**config.mk**
```make
export PLATFORM = sky130hd
export DESIGN_NAME = multu_rebuild
export DESIGN_NICKNAME = d
export VERILOG_FILES = /design/src/rtl/multu_rebuild.sv
export SDC_FILE = /design/constraint.sdc
export NUM_CORES = 1
export LEC_CHECK = 0
export ABC_AREA = 0
export CAP_MARGIN = 40
export CORE_AREA = 4 4 78 80
export CTS_CLUSTER_DIAMETER = 150
export DETAILED_ROUTE_END_ITERATION = 16
export DIE_AREA = 0 0 82 84
export HOLD_SLACK_MARGIN = 0.03
export PLACE_DENSITY = 0.67
export SKIP_LAST_GASP = 1
export SLEW_MARGIN = 15
export SYNTH_ARGS = -nofsm -noshare
export SYNTH_HDL_FRONTEND = slang
export SYNTH_SLANG_ARGS = --single-unit
```
**constraint.sdc**
```tcl
create_clock -name clk -period 2.78 [get_ports clk]
set_input_delay 0.556 -clock clk [delete_from_list [all_inputs] [get_ports clk]]
set_output_delay 0.556 -clock clk [all_outputs]
set_load 0.02 [all_outputs]
```
**src/rtl/multu_rebuild.sv**
```systemverilog
// Sequential unsigned multiply-accumulate p = q*b + r (inverse of divu).
// Shift-add, one multiplier bit per cycle, H iterations per operation.
module multu_rebuild #(
  parameter int WIDTH = 8
) (
  input  logic                       clk,
  input  logic                       reset,
  input  logic [WIDTH-1:0]           q,
  input  logic [WIDTH/2-1:0]         b,
  input  logic [WIDTH/2-1:0]         r,
  input  logic                       start,
  output logic [WIDTH+WIDTH/2-1:0]   p,
  output logic                       busy,
  output logic                       ready
);
  localparam int H  = WIDTH / 2;
  localparam int PW = WIDTH + H;
  localparam int CW = $clog2(H + 1);

  typedef enum logic {IDLE, RUN} state_t;

  state_t          state, state_nxt;
  logic [PW-1:0]   mcand, acc, acc_nxt;
  logic [H-1:0]    mult;
  logic [CW-1:0]   cnt;
  logic            done;

  always_comb begin
    state_nxt = state;
    acc_nxt   = acc;
    done      = 1'b0;
    case (state)
      IDLE: if (start) state_nxt = RUN;
      RUN: begin
        if (mult[0]) acc_nxt = acc + mcand;
        if (cnt == CW'(1)) begin
          done      = 1'b1;
          state_nxt = IDLE;
        end
      end
      default: state_nxt = IDLE;
    endcase
  end

  assign busy = (state == RUN);

  always_ff @(posedge clk) begin
    if (reset) begin
      state <= IDLE;
      mcand <= '0;
      acc   <= '0;
      mult  <= '0;
      cnt   <= '0;
      p     <= '0;
      ready <= 1'b0;
    end else begin
      state <= state_nxt;
      ready <= 1'b0;
      if (state == IDLE) begin
        if (start) begin
          mcand <= {{H{1'b0}}, q};
          mult  <= b;
          acc   <= {{WIDTH{1'b0}}, r};
          cnt   <= CW'(H);
        end
      end else begin
        acc   <= acc_nxt;
        mcand <= mcand << 1;
        mult  <= mult >> 1;
        cnt   <= cnt - CW'(1);
        // result register only moves on the completion edge
        if (done) begin
          p     <= acc_nxt;
          ready <= 1'b1;
        end
      end
    end
  end
endmodule

```
# Word-level counts from Yosys, hierarchy flattened
# Index checks and enable logic that the tools add are counted.
# W data, S select, Z words.
[op_classes] n_eq_ne=1 bitwise_logic=1 n_reduce_logical=4 muxes=15 n_addsub=2
[op_table] cell="$mux W12" n=5
[op_table] cell="$add A12 B12 Y12" n=1
[op_table] cell="$mux W3" n=4
[op_table] cell="$mux W1" n=5
[op_table] cell="$reduce_or A2 Y1" n=2
[op_table] cell="$eq A3 B1 Y1 const B" n=1
[op_table] cell="$sub A3 B1 Y3 const B" n=1
[op_table] cell="$pmux W1 S2" n=1
[op_table] cell="$reduce_and A2 Y1" n=1
[op_table] cell="$reduce_bool A2 Y1" n=1
[op_table] cell="$not A1 Y1" n=1
[totals] in_bits=19 reg_bits=45 out_inout_bits=14 elab_cells=32

# Depth between registers and ports, before layout
# Gate-level depths: netlist of the first run.
[depth] word_depth=4 depth_mapped=10 ltp_nobuf=10

# Worst setup path before layout of the first run
# Ideal clock, no wire load.
[synth_path] kind="reg2reg" startpoint="register mcand[0]" endpoint="register acc[10]" slack_ns=0.790 setup_ns=0.124 arrival_time_ns=1.866 path_stages_with_launch=11 cell_sequence="dfxtp_1 > ha_1 > inv_1 > fa_1 > nor2b_1 > o31a_1 > o21ai_2 > a21boi_1 > or3_1 > a31oi_1 > o21ai_0"
[synth_between] elab_chain_len=3
[synth_lines] element="from (decl)" line="23" text="logic [PW-1:0] mcand, acc, acc_nxt;"
[synth_lines] element="from (signal assigned)" line="61" text="mcand <= {{H{1'b0}}, q};"
[synth_lines] element="from (signal assigned)" line="68" text="mcand <= mcand << 1;"
[synth_lines] element="$add A12 B12 Y12" line="35" text="if (mult[0]) acc_nxt = acc + mcand;"
[synth_lines] element="$mux W12" line="35"
[synth_lines] element="$mux W12" line="59" text="if (state == IDLE) begin"
[synth_lines] element="to (signal assigned)" line="63" text="acc <= {{WIDTH{1'b0}}, r};"
[synth_lines] element="to (signal assigned)" line="67" text="acc <= acc_nxt;"
[synth_lines] element="to (decl)" line="23"
# Every way passes these cells.
# A chain may end at the register's enable or synchronous reset.

# Worst setup path after layout of the first run
[layout_path] startpoint="register mcand[0]" endpoint="register p[10]"
[layout_between] elab_chain_len=2
[layout_lines] element="$add A12 B12 Y12" line="35"
[layout_lines] element="$mux W12" line="35"
[layout_lines] element="to (signal assigned)" line="73" text="p <= acc_nxt;"
[layout_lines] element="to (decl)" line="12" text="output logic [WIDTH+WIDTH/2-1:0] p,"
# Every way passes these cells.

==> flow_summary.yaml, run 1 <==
run_status:
  status: "completed"
logic_synthesis:
  synth.area.top_cells: "dfxtp_1 38%, mux2i_1 8.8%, ha_1 6.8%, nor2_1 5.8%, a21oi_1 4.6%"
  synth_edf_count: 0
  seq_area_frac_synth: 0.377
  yosysTopAreaCellShare: 0.377
  synth_cell_types: 45
  avgSynthCellArea_um2: 8.36
  ys_async_sr_fraction: 0
  synth-main-ff-cell: "dfxtp_1"
  synth_common_cells: "45 x dfxtp_1, 37 x nor2_1, 26 x nand2_1"
  yosysMostFrequentCell: "dfxtp_1"
  syn_nets: 319
  syn_inst: 286
  yosysWarnings: 0
  syn_area_um2: 2390
  ys_seq_elements: 45
  synth_top_cell_by_area: "dfxtp_1"
worst_setup_path:
  r2r-start: "mcand[0]$_SDFFE_PP0P_"
  max_stage_delay_ns: 0.40
  endpoint_kind: "flip-flop"
  arrival_ns: 2.41
  reg2reg_slack_ns: 0.54
  r2r-end: "p[10]$_SDFFE_PP0P_"
  crit_chain: "ha_1, inv_1, fa_1, nor2b_1, o31a_1, o21ai_2, a21boi_1, o21ai_0, a31oi_1, o21ai_0"
  rr_worst_depth: 10
  cp_slowest_cell: "fa_1"
  required_ns: 2.95
  worstPathMaxFanout: 3
  path_common_cell: "o21ai_0"
  path_delay_family: "compound AO/OA/AOI/OAI gates"
  crit_buf_inv: 1
  crit_type: "reg2reg"
  worstSetupStartpointType: "flip-flop"
floorplan:
  rows: 27
  die_y_um: 84
  ios: 33
  start_util: 0.443
  die_area_um2: 6890
  design.core.area_um2: 5410
  die_width_um: 82
sta:
  fmax_mhz: 447
  clock_skew_ns: 0.00561
  period_needed_ns: 2.24
  report.final.slew_viol_count: 0
  slew_headroom: 0.679
  min_period_over_period: 0.804
  hold_viol: 0
  setup_ws_ns: 0.544
  setup-tns-final_ns: 0
  rsz0062_at_grt: "no"
  tightestPinTransition_ns: 0.480
  fin_hold_ws_ns: 0.452
  setup_viol: 0
final_layout:
  area_delta_synth_final_pct: 20.0
  diodes: 0
  nets: 347
  drive_above_1_share: 0.0635
  stdcell_area_um2: 2870
worst_hold_path:
  hold_class: "reg2reg"
  whs_path_depth: 2
  worstHoldEndpoint: "p[9]$_SDFFE_PP0P_"
  holdCritStartpoint: "p[9]$_SDFFE_PP0P_"
clocking:
  clock-sinks: 45
  path_clk_slew_ns: 0.08
  htreeDepth: 2
  cts_resized: 0
  cts_buffers: 5
  clk_path_buf_depth: 2
  root_buffer: "clkbuf_8"
  cts_setup_buffers: 0
  postCtsHoldBufs: 0
  cts_tree: "done"
  clk_latency_ns: 0.30
place:
  placed_cell_area_um2: 2770
  hpwl_um: 3850
  pre_cts_slack_ns: 0.554
  port_buffers: 32
  gp_congestion: 0.885
routing:
  vias: 2005
  drtAntennaViolNets: 0
  maxUsedRoutingLayer: "met4"
  wl_um: 5020
  wl_per_cell_um: 13.0
  dr_wl_met3_um: 129
  drt_iter0_markers: 112
  viasPerCell: 5.18
  first_pass_iters: 4
  met2_length_um: 2410
  wl_met1_um: 2410
  drc: 0
grt:
  antenna_found_initial: 0
  grt_pass1_vias: 1888
  grt_max_degree: 39
  overflow: 0
  grt_use_total: 0.163
  grt_pass1_wl_um: 8750
power_and_ir_drop:
  leakagePower_uw: 0.00114
  power_uw: 1320
  power.density_nw_per_um2: 460
  ir_drop_mv: 0.201
run:
  max_cap_violations: 0
[metrics by stage]
| step | std cells | utilization |
|---|---|---|
| floorplan | 286 | - |
| detailed placement | 379 | 0.513 |
| global placement | 379 | 0.513 |
| global route | 387 | 0.531 |
| finish | 387 | 0.531 |
| CTS | 387 | 0.531 |
[final cells by class]
cell class / instances / area, um2
Clock buffer: 7 / 96.3
Clock inverter: 1 / 5.00
Fill cell: 536 / 2530
Inverter: 10 / 37.5
Multi-Input combinational cell: 213 / 1370
Sequential cell: 45 / 901
Tap cell: 72 / 90.1
Timing Repair Buffer: 39 / 373
[worst max-delay path by stage]
stage	from	to	slack (ns)	cells after the start
3_5_place_dp	mcand[0]$_SDFFE_PP0P_	p[8]$_SDFFE_PP0P_	0.55	10
4_1_cts	mcand[0]$_SDFFE_PP0P_	p[8]$_SDFFE_PP0P_	0.53	10
5_1_grt	mcand[0]$_SDFFE_PP0P_	acc[10]$_SDFFE_PP0P_	0.35	10
2_1_floorplan	mcand[0]$_SDFFE_PP0P_	acc[10]$_SDFFE_PP0P_	0.79	10
3_3_place_gp	mcand[0]$_SDFFE_PP0P_	p[10]$_SDFFE_PP0P_	0.57	10
6_report	mcand[0]$_SDFFE_PP0P_	p[10]$_SDFFE_PP0P_	0.54	10
[per-layer routing]
metal	global-route usage	up-vias
met5	0	-
met4	0.0589	0
met3	0.0324	7
met2	0.259	26
met1	0.215	919
li1	-	1053
[registers in the layout, indices dropped and copies added (netlist names)]
register,flops
ready,1
busy,1
p,12
mcand,12
mult,4
cnt,3
acc,12
[cells by family after synthesis]
kind of cell | count (synthesis) | synth area share
adder cells (fa/ha/maj) | 14 | 0.0764
AND/OR/NAND/NOR | 97 | 0.191
multiplexers | 21 | 0.0879
AO/OA/AOI/OAI | 74 | 0.191
XOR/XNOR | 7 | 0.0256
flip-flops | 45 | 0.377
buffers and inverters | 28 | 0.0513
[worst register-to-register path: cells and delay by family, from the launching register on]
kind | cells | cell delay, ns
AOI/OAI and AO/OA | 6 | 0.86
DFF | 1 | 0.39
buffers and inverters | 1 | 0.07
adders and majority gates | 2 | 0.63
and+or+nand+nor | 1 | 0.17
[placed cells by master, fill, tap and decap left out, drive strengths merged, types with 2 or more instances in the layout]
cell	netlist	routed
nor3b	3	3
xor2	2	2
a21oi	22	22
ha	13	13
nor2	37	37
nand4b	2	2
o21a	2	2
nor2b	6	6
nand2b	4	4
a31oi	5	5
nand3	3	3
nand2	26	26
nand3b	2	2
clkdlybuf4s50	0	32
nor3	6	6
a21o	3	3
and2	2	2
or3	3	3
buf	8	7
inv	10	10
xnor2	5	5
mux2i	21	21
clkbuf	10	7
o21ai	21	21
o31a	2	2
a211oi	8	8
dfxtp	45	45
a22oi	4	4
[power by group]
group / internal (uW) / total [uW] / switching [uW]
Combinational: 92.1 / 191 / 98.8
Clock: 225 / 438 / 213
Sequential: 668 / 692 / 24.8
Total: 984 / 1320 / 337
No activity file was read; power rests on OpenSTA's default activity.
==> inputs of run 2 (changes only) <==
PLACE_DENSITY = 0.69   (was 0.67)
clock period = 2.05 ns   (was 2.78 ns; I/O delays follow)
==> run 2 against run 1 <==
Net effect:
- critical path depth unchanged
- sequential power rose by 35%
- count of clock-buffer cells in the layout unchanged
- via count rose by 4.1%
- worst hold slack got worse by 0.0016 ns
- non-clock buffer count grew 11
- cell area rose by 5.7%
==> flow_summary.yaml, run 2 (synthesis results as in run 1) <==
worst_setup_path:
  crit_chain: "ha_4, inv_2, fa_2, nor2b_1, o31a_1, o21ai_2, a21boi_1, or3_1, a31oi_2, o21ai_1"
  crit_buf_inv: 1
  worstSetupStartpointType: "flip-flop"
  arrival_ns: 2.22
  required_ns: 2.23
  endpoint_kind: "flip-flop"
  worstPathMaxFanout: 3
  crit_type: "reg2reg"
  cp_slowest_cell: "dfxtp_2"
  max_stage_delay_ns: 0.34
  path_delay_family: "compound AO/OA/AOI/OAI gates"
grt:
  overflow: 0
  antenna_found_initial: 0
  grt_max_degree: 37
  grt_pass1_wl_um: 9010
  grt_use_total: 0.165
  grt_pass1_vias: 1975
clocking:
  clock-sinks: 45
  postCtsHoldBufs: 0
  htreeDepth: 2
  cts_tree: "done"
  root_buffer: "clkbuf_8"
  clk_path_buf_depth: 2
  path_clk_slew_ns: 0.08
  cts_buffers: 5
  clk_latency_ns: 0.30
floorplan:
  die_width_um: 82
  die_area_um2: 6890
  design.core.area_um2: 5410
  start_util: 0.443
  ios: 33
  die_y_um: 84
  rows: 27
power_and_ir_drop:
  p_sw_uw: 475
  pwr-share-comb: 0.155
  leakagePower_uw: 0.00119
  power.density_nw_per_um2: 635
  swShare: 0.247
  p_int_uw: 1450
  ir_drop_mv: 0.318
  pwr-share-seq: 0.485
  pwr-share-clk: 0.360
routing:
  first_pass_iters: 4
  vias: 2087
  viasPerCell: 5.24
  wl_per_cell_um: 13.2
  wl_um: 5260
  drtAntennaViolNets: 0
  drc: 0
  drt_iter0_markers: 90
worst_hold_path:
  hold_class: "reg2reg"
final_layout:
  final_cell_mix: "43 x dfxtp_1, 37 x nor2_1, 32 x clkdlybuf4s50_1"
  area_delta_synth_final_pct: 26.9
  stdcell_area_um2: 3040
  drive_above_1_share: 0.132
  instances_no_fill: 398
  diodes: 0
  reg_top3: "acc x12, mcand x12, p x12"
  final_common_cell: "dfxtp_1"
  nets: 358
run:
  max_cap_violations: 0
sta:
  setup_viol: 0
  rsz0062_at_grt: "yes"
  tightestPinTransition_ns: 0.408
  clock_skew_ns: 0.00529
  slew_headroom: 0.728
  min_period_over_period: 0.993
  hold_viol: 0
  fmax_mhz: 491
  period_needed_ns: 2.04
  report.final.slew_viol_count: 0
place:
  port_buffers: 32
  gp_congestion: 0.880
  placed_cell_area_um2: 2820
  dp_cells: 385
  hpwl_um: 3950
run_status:
  status: "completed"
## run 2: cell types whose count changed in the layout (fill, tap and decap cells not counted), moves of 3 or more
cell	change
buf_4	+11
ha_1	-6
ha_2	+3
ha_4	+3
## run 2: metrics by stage
step	utilization	power (uW)	setup TNS, ns	hold WS (ns)	setup WS [ns]
2_1_floorplan	-	1130	0	0.444	0.0598
3_5_place_dp	0.521	1230	-0.00220	0.441	-0.00220
3_3_place_gp	0.521	1220	0	0.433	0.0250
5_1_grt	0.562	2010	-0.260	0.488	-0.0992
6_report	0.562	1930	0	0.450	0.0146
4_1_cts	0.549	1930	-0.00783	0.455	-0.00783
## run 2: cell type report
cell class | count | area, um2
Timing Repair Buffer | 50 | 455
Multi-Input combinational cell | 213 | 1430
Tap cell | 72 | 90.1
Fill cell | 516 | 2370
Clock buffer | 7 | 86.3
Sequential cell | 45 | 903
Clock inverter | 1 | 30.0
Inverter | 10 | 37.5
## run 2: power groups by stage
stage	sequential, uW	clock (uW)	combinational (uW)
after floorplan	947	0	188
after global placement	950	0	275
final	935	694	298
after global routing	940	736	337
after CTS	932	709	290
after detailed placement	950	0	279
## run 2: worst reg2reg max path, cell delays in order, from the launching register on
cell	delay, ns
dfxtp_2	0.34
ha_4	0.16
inv_2	0.05
fa_2	0.18
nor2b_1	0.05
o31a_1	0.26
o21ai_2	0.17
a21boi_1	0.10
or3_1	0.32
a31oi_2	0.19
o21ai_1	0.09
## run 2: metal layers
layer / GRT usage / share of wire / vias to the layer above
li1: - / - / 1078
met1: 0.217 / 0.47 / 973
met2: 0.265 / 0.48 / 28
met3: 0.0356 / 0.033 / 8
met4: 0.0559 / 0.018 / 0
met5: 0 / 0 / -
## run 2: worst paths after layout
path,startpoint,endpoint,slack (ns),cells after the start
min,p[9]$_SDFFE_PP0P_,p[9]$_SDFFE_PP0P_,0.45,2
min reg2reg,p[9]$_SDFFE_PP0P_,p[9]$_SDFFE_PP0P_,0.45,2
max reg2reg,mcand[0]$_SDFFE_PP0P_,p[10]$_SDFFE_PP0P_,0.01,10
max,mcand[0]$_SDFFE_PP0P_,p[10]$_SDFFE_PP0P_,0.01,10
## run 2: repair_timing
item	4_1_cts	5_1_grt
gates resized for setup	8	8
setup endpoints to repair	3	9
setup buffers	2	2
pin swaps	2	7
